File: config.mk
export PLATFORM = sky130hd
export DESIGN_NAME = tt_sweeper_flat
export DESIGN_NICKNAME = d
export VERILOG_FILES = /design/src/rtl/tt_pkg.sv /design/src/rtl/tt_sweeper_if.sv /design/src/rtl/sw_sync.sv /design/src/rtl/tt_sweeper.sv /design/src/flat_wrapper.sv
export SDC_FILE = /design/constraint.sdc
export NUM_CORES = 1
export LEC_CHECK = 0
export CAP_MARGIN = 15
export CORE_ASPECT_RATIO = 1.5
export CORE_UTILIZATION = 49
export CTS_CLUSTER_SIZE = 8
export DETAILED_ROUTE_END_ITERATION = 10
export PLACE_DENSITY = 0.76
export SLEW_MARGIN = 30
export SYNTH_ARGS = -nofsm -noshare
export SYNTH_HDL_FRONTEND = slang
export SYNTH_HIERARCHICAL = 1
export SYNTH_SLANG_ARGS = --single-unit
File: constraint.sdc
create_clock -name clk -period 4.7 [get_ports clk]
set_clock_uncertainty 0.15 [all_clocks]
set_input_delay 0.94 -clock clk [delete_from_list [all_inputs] [get_ports clk]]
set_output_delay 0.94 -clock clk [all_outputs]
set_load 0.005 [all_outputs]
File: src/rtl/tt_pkg.sv
// Shared types and constants for the truth-table sweeper.
package tt_pkg;

  localparam int unsigned N_IN  = 5;
  localparam int unsigned N_VEC = 32;

  localparam logic [N_VEC-1:0] INCISO2_MASK = 32'h0A3E8C5C;

  typedef enum logic [2:0] {
    StIdle,
    StDrive,
    StSample,
    StCheck,
    StDone
  } state_e;

endpackage

File: src/rtl/tt_sweeper_if.sv
// Control, stimulus and result signals between the sweeper and its environment.
interface tt_sweeper_if;
  import tt_pkg::*;

  logic             auto;
  logic             start;
  logic [N_IN-1:0]  sw;
  logic             f_in;
  logic             X, Y, Z, K, M;
  logic             busy;
  logic             done;
  logic             pass;
  logic [5:0]       err_cnt;
  logic [4:0]       first_bad;
  logic [N_VEC-1:0] tt;

  modport master (
    output auto, start, sw, f_in,
    input  X, Y, Z, K, M, busy, done, pass, err_cnt, first_bad, tt
  );

  modport slave (
    input  auto, start, sw, f_in,
    output X, Y, Z, K, M, busy, done, pass, err_cnt, first_bad, tt
  );

endinterface

File: src/rtl/sw_sync.sv
// Two-flop synchroniser for the board switches, synchronous active-high reset.
module sw_sync
  import tt_pkg::*;
#(
  parameter int unsigned Width = N_IN
) (
  input  logic             clk,
  input  logic             rst,
  input  logic [Width-1:0] d,
  output logic [Width-1:0] q
);

  logic [Width-1:0] stage1_q;

  always_ff @(posedge clk) begin
    if (rst) begin
      stage1_q <= '0;
      q        <= '0;
    end else begin
      stage1_q <= d;
      q        <= stage1_q;
    end
  end

endmodule

File: src/rtl/tt_sweeper.sv
// Drives all 32 input vectors into the SOP block, captures its truth table and
// compares it against a golden mask; manual mode forwards synchronised switches.
module tt_sweeper
  import tt_pkg::*;
#(
  parameter int unsigned      SETTLE   = 2,
  parameter logic [N_VEC-1:0] EXP_MASK = INCISO2_MASK
) (
  input logic         clk,
  input logic         rst,
  tt_sweeper_if.slave bus
);

  localparam logic [3:0] SettleLast = 4'(SETTLE - 1);

  logic [N_IN-1:0]  sw_s;
  state_e           state_q;
  logic [4:0]       idx_q;
  logic [3:0]       cnt_q;
  logic [4:0]       vec_q;
  logic             busy_q, done_q, pass_q;
  logic [5:0]       err_q;
  logic [4:0]       first_q;
  logic [N_VEC-1:0] tt_q;

  logic [N_VEC-1:0] miss;
  logic [5:0]       miss_cnt;
  logic [4:0]       first_miss;
  logic             launch;
  logic             abort;
  logic [4:0]       vec_out;

  sw_sync #(.Width(N_IN)) u_sw_sync (
    .clk (clk),
    .rst (rst),
    .d   (bus.sw),
    .q   (sw_s)
  );

  // Scan downward so the lowest mismatching index is the one left standing.
  always_comb begin
    miss       = tt_q ^ EXP_MASK;
    miss_cnt   = '0;
    first_miss = '0;
    for (int i = int'(N_VEC) - 1; i >= 0; i--) begin
      miss_cnt = miss_cnt + {5'd0, miss[i]};
      if (miss[i]) first_miss = 5'(i);
    end
  end

  // busy_q is set exactly in DRIVE/SAMPLE/CHECK, so it doubles as the abort window.
  assign launch = bus.start && bus.auto && !busy_q;
  assign abort  = busy_q && !bus.auto;

  always_ff @(posedge clk) begin
    if (rst || abort) begin
      state_q <= StIdle;
      idx_q   <= '0;
      cnt_q   <= '0;
      vec_q   <= '0;
      busy_q  <= 1'b0;
      done_q  <= 1'b0;
      pass_q  <= 1'b0;
      err_q   <= '0;
      first_q <= '0;
      tt_q    <= '0;
    end else if (launch) begin
      state_q <= StDrive;
      idx_q   <= '0;
      cnt_q   <= '0;
      vec_q   <= '0;
      busy_q  <= 1'b1;
      done_q  <= 1'b0;
      pass_q  <= 1'b0;
      err_q   <= '0;
      first_q <= '0;
      tt_q    <= '0;
    end else begin
      unique case (state_q)
        StIdle: ;
        StDrive: begin
          if (cnt_q == SettleLast) state_q <= StSample;
          else                     cnt_q   <= cnt_q + 4'd1;
        end
        StSample: begin
          tt_q[idx_q] <= bus.f_in;
          if (idx_q == 5'd31) begin
            state_q <= StCheck;
          end else begin
            idx_q   <= idx_q + 5'd1;
            vec_q   <= idx_q + 5'd1;
            cnt_q   <= '0;
            state_q <= StDrive;
          end
        end
        StCheck: begin
          err_q   <= miss_cnt;
          pass_q  <= (miss_cnt == 6'd0);
          first_q <= first_miss;
          busy_q  <= 1'b0;
          done_q  <= 1'b1;
          state_q <= StDone;
        end
        StDone: begin
          if (!bus.auto) begin
            done_q  <= 1'b0;
            vec_q   <= '0;
            state_q <= StIdle;
          end
        end
        default: state_q <= StIdle;
      endcase
    end
  end

  assign vec_out = (state_q == StIdle && !bus.auto) ? sw_s : vec_q;
  assign {bus.X, bus.Y, bus.Z, bus.K, bus.M} = vec_out;

  assign bus.busy      = busy_q;
  assign bus.done      = done_q;
  assign bus.pass      = pass_q;
  assign bus.err_cnt   = err_q;
  assign bus.first_bad = first_q;
  assign bus.tt        = tt_q;

endmodule

File: src/flat_wrapper.sv
// flat-port wrapper written by rule: the top's interface ports become plain ports
module tt_sweeper_flat import tt_pkg::*;
#(
  parameter int unsigned      SETTLE   = 2,
  parameter logic [N_VEC-1:0] EXP_MASK = INCISO2_MASK
)
  (clk, rst, bus_auto, bus_start, bus_sw, bus_f_in, bus_X, bus_Y, bus_Z, bus_K, bus_M, bus_busy, bus_done, bus_pass, bus_err_cnt, bus_first_bad, bus_tt);
  tt_sweeper_if bus_i ();
  input logic clk;
  input logic rst;
  input wire logic [$bits(bus_i.auto)-1:0] bus_auto;
  input wire logic [$bits(bus_i.start)-1:0] bus_start;
  input wire logic [$bits(bus_i.sw)-1:0] bus_sw;
  input wire logic [$bits(bus_i.f_in)-1:0] bus_f_in;
  output wire logic [$bits(bus_i.X)-1:0] bus_X;
  output wire logic [$bits(bus_i.Y)-1:0] bus_Y;
  output wire logic [$bits(bus_i.Z)-1:0] bus_Z;
  output wire logic [$bits(bus_i.K)-1:0] bus_K;
  output wire logic [$bits(bus_i.M)-1:0] bus_M;
  output wire logic [$bits(bus_i.busy)-1:0] bus_busy;
  output wire logic [$bits(bus_i.done)-1:0] bus_done;
  output wire logic [$bits(bus_i.pass)-1:0] bus_pass;
  output wire logic [$bits(bus_i.err_cnt)-1:0] bus_err_cnt;
  output wire logic [$bits(bus_i.first_bad)-1:0] bus_first_bad;
  output wire logic [$bits(bus_i.tt)-1:0] bus_tt;
  assign bus_i.auto = bus_auto;
  assign bus_i.start = bus_start;
  assign bus_i.sw = bus_sw;
  assign bus_i.f_in = bus_f_in;
  assign bus_X = bus_i.X;
  assign bus_Y = bus_i.Y;
  assign bus_Z = bus_i.Z;
  assign bus_K = bus_i.K;
  assign bus_M = bus_i.M;
  assign bus_busy = bus_i.busy;
  assign bus_done = bus_i.done;
  assign bus_pass = bus_i.pass;
  assign bus_err_cnt = bus_i.err_cnt;
  assign bus_first_bad = bus_i.first_bad;
  assign bus_tt = bus_i.tt;
  tt_sweeper #(.SETTLE(SETTLE), .EXP_MASK(EXP_MASK)) u_core (.clk(clk), .rst(rst), .bus(bus_i));
endmodule
==> out/results.tsv <==
metric	value	unit
status	complete, but fails checks	
failing checks	setup timing	
fin crit share	1.08	
CP arrival	5.20	ns
met1 wire length	4.28	mm
Clock Latency Late Sink	0.33	ns
Core Area	8160	sq um
antenna fix cells	0	
TritonCTS Buffers	9	
mean post-synth cell area	8.35	sq um
CP max-delay cell	fa_1	
Die Span Y	115	um
Met3 Wirelength	511	um
Sink Count	73	
Crit Path Max Fanout	2	
Maximum Capacitance Violations	0	
Worst Path Required	4.81	ns
fin crit period	5.09	ns
Slew Limit Headroom	0.367	
Final Hold Viols	0	
RSZ-0062 raised after global routing	yes	
Synth async-reset ratio	0	
Register Area	1470	sq um
CTS clk-pin slew, worst paths	0.06	ns
Syn Nets	549	
Final Cell Area	5440	sq um
Placed Cells	675	
Power Density	268	nW/um^2
Antenna Nets Post-Route	0	
cts hold-fix bufs	0	
Peak VDD IR	0.258	mV
pin count of the biggest net entering global routing	33	
die width	77.5	um
Via density	5.55	
via count	3841	
hold crit path type	flop to flop	
Setup crit start kind	flop	
Hold WS	0.293	ns
CTS max path bufs	2	
number of synthesized flops with an enable pin	0	
pre-CTS setup slack	-0.476	ns
crit-path cells	fa_1, fa_1, inv_2, fa_1, inv_2, fa_1, fa_1, inv_2, fa_2, inv_2, ha_4, inv_2, fa_2, nand2b_4, a21oi_4, xor2_2, or3_1, o22ai_1	
ys flop type	dfxtp_1	
first-pass GRT wire length	18.5	mm
flop2flop setup slack	-0.39	ns
1st-pass router iterations	4	
vias in the first global route	3826	
fill count	678	
initial DRC count	277	
Final HPWL DP	8.53	mm
Rows	40	
most frequent cells in the layout	dfxtp_1, nand2_1, clkdlybuf4s50_1	
port bufs	60	
critical path capture point type	flop	
synthesized netlist cell count	501	
LEAKAGE	2.07	nW
I/O pin count	61	
area post-placement	5060	sq um
CP Class	flop to flop	
DRC violation count after routing	0	
Synth Cell Area	4180	sq um
CTS Root Cell	clkbuf_16	
die area	8920	sq um
H-tree depth	3	
NumNets Final	630	
fmax	196	MHz
DR WL met2	5.94	mm
max layer used	met4	
Slew Viols, Final	0	
Non-Filler Instances	692	
initial antenna violation count	0	
Synth Warn #	6	
Synth Register Bits	73	
final RePlAce weighted congestion	0.925	
Slew @ Worst Pin	0.949	ns
post-synth cell types	52	
Final Routed Wirelength	11.3	mm
final setup margin	-0.391	ns
grt ovf	0	
Tot GR Track Use	0.273	
CTS tree	built	
CP peak stage delay	0.53	ns
sequential element share of the synthesized area	0.349	
layout cell share with drive strength beyond 1	0.148	
# setup viols final	3	
Initial Util	0.513	
Layout area overhead	30.1	%
commonest non-fill, non-tap cell in the layout	dfxtp_1	
Setup TNS	-0.725	ns
multi-input logic area	2500	sq um
average wire per standard cell	16.3	um
## state kept, by name, summed over array words and instances (netlist names)
register / flops
u_core/bus.tt: 32
u_core/bus.first_bad: 5
u_core/bus.err_cnt: 6
u_core/idx_q: 5
u_core/cnt_q: 4
u_core/state_q: 3
u_core/u_sw_sync/stage1_q: 5
u_core/vec_q: 5
u_core/u_sw_sync/q: 5
u_core/bus.pass: 1
u_core/bus.done: 1
u_core/bus.busy: 1
## timing repair
item                                    CTS  global route
endpoints found under the setup margin    4             5
pin swaps                                10             2
setup buffers                             1             0
endpoints found under the hold margin     0             0
resized for setup                        11             6
## layer usage
layer | up-vias | global-route usage
met5 | - | 0
met4 | 0 | 0.176
met3 | 41 | 0.0532
met2 | 115 | 0.493
met1 | 1835 | 0.288
li1 | 1850 | -
## report_power, final
part | internal, mW | leakage [nW] | total [mW] | switching [mW]
clock network | 0.453 | 0.151 | 0.712 | 0.258
logic | 0.0480 | 1.33 | 0.108 | 0.0603
registers | 0.629 | 0.594 | 0.637 | 0.00792
total | 1.13 | 2.07 | 1.46 | 0.327
## through the flow
step | power, mW | util
final | 1.46 | 0.667
after global routing | 1.51 | 0.667
after CTS | 1.46 | 0.665
after detailed placement | 0.752 | 0.620
after global placement | 0.748 | 0.621
after floorplan | 0.716 | -
## cells in the mapped netlist, types with 6 or more instances
library cell	instances	area share
xor2_1	6	0.013
nor2b_1	13	0.019
nand3_1	12	0.014
o21ai_0	18	0.022
mux2_2	6	0.016
nand2_1	63	0.057
dfxtp_1	73	0.35
nor4_1	6	0.0090
inv_1	53	0.048
fa_1	24	0.11
ha_1	14	0.042
nor3_1	7	0.0084
nand4_1	6	0.0090
clkbuf_1	12	0.011
a21oi_1	53	0.063
nor2_1	51	0.046
a31oi_1	8	0.012
nand2b_1	6	0.0090
## logic make-up (layout without fill, tap and decap cells)
kind of cell               count (synthesis)  after routing  share of synthesized area
AOI/OAI and AO/OA                        105            105                      0.153
xor gates and xnor gates                   9              9                     0.0188
adders and majority gates                 38             38                      0.157
buffers and inverters                     74            160                     0.0703
DFF                                       73             73                      0.349
muxes                                     10             10                     0.0257
and+or+nand+nor                          192            192                      0.226
## critical path: cells and delay by family, from the launching register on
family | cells | cell delay (ns)
flops | 1 | 0.33
fa+ha+maj | 8 | 3.44
compound gates | 2 | 0.25
buf+inv | 5 | 0.24
xor+xnor | 1 | 0.08
simple gates | 2 | 0.53
## area by class of cell
type	count	share of cell area
timing repair buffer	91	0.152
tap	105	0.0241
clock inverter	4	0.00920
clock buffer	12	0.0490
inverter	53	0.0366
multi-input combinational	354	0.459
sequential	73	0.270
## path summary, 6_finish.rpt
path	from	end	cells past startpoint
min	u_core/u_sw_sync/stage1_q[1]	u_core/u_sw_sync/q[1]	1
min reg2reg	u_core/u_sw_sync/stage1_q[1]	u_core/u_sw_sync/q[1]	1
max	u_core/bus.tt[29]	u_core/bus.pass	18
max reg2reg	u_core/bus.tt[29]	u_core/bus.pass	18
No activity file was read; power rests on OpenSTA's default activity.
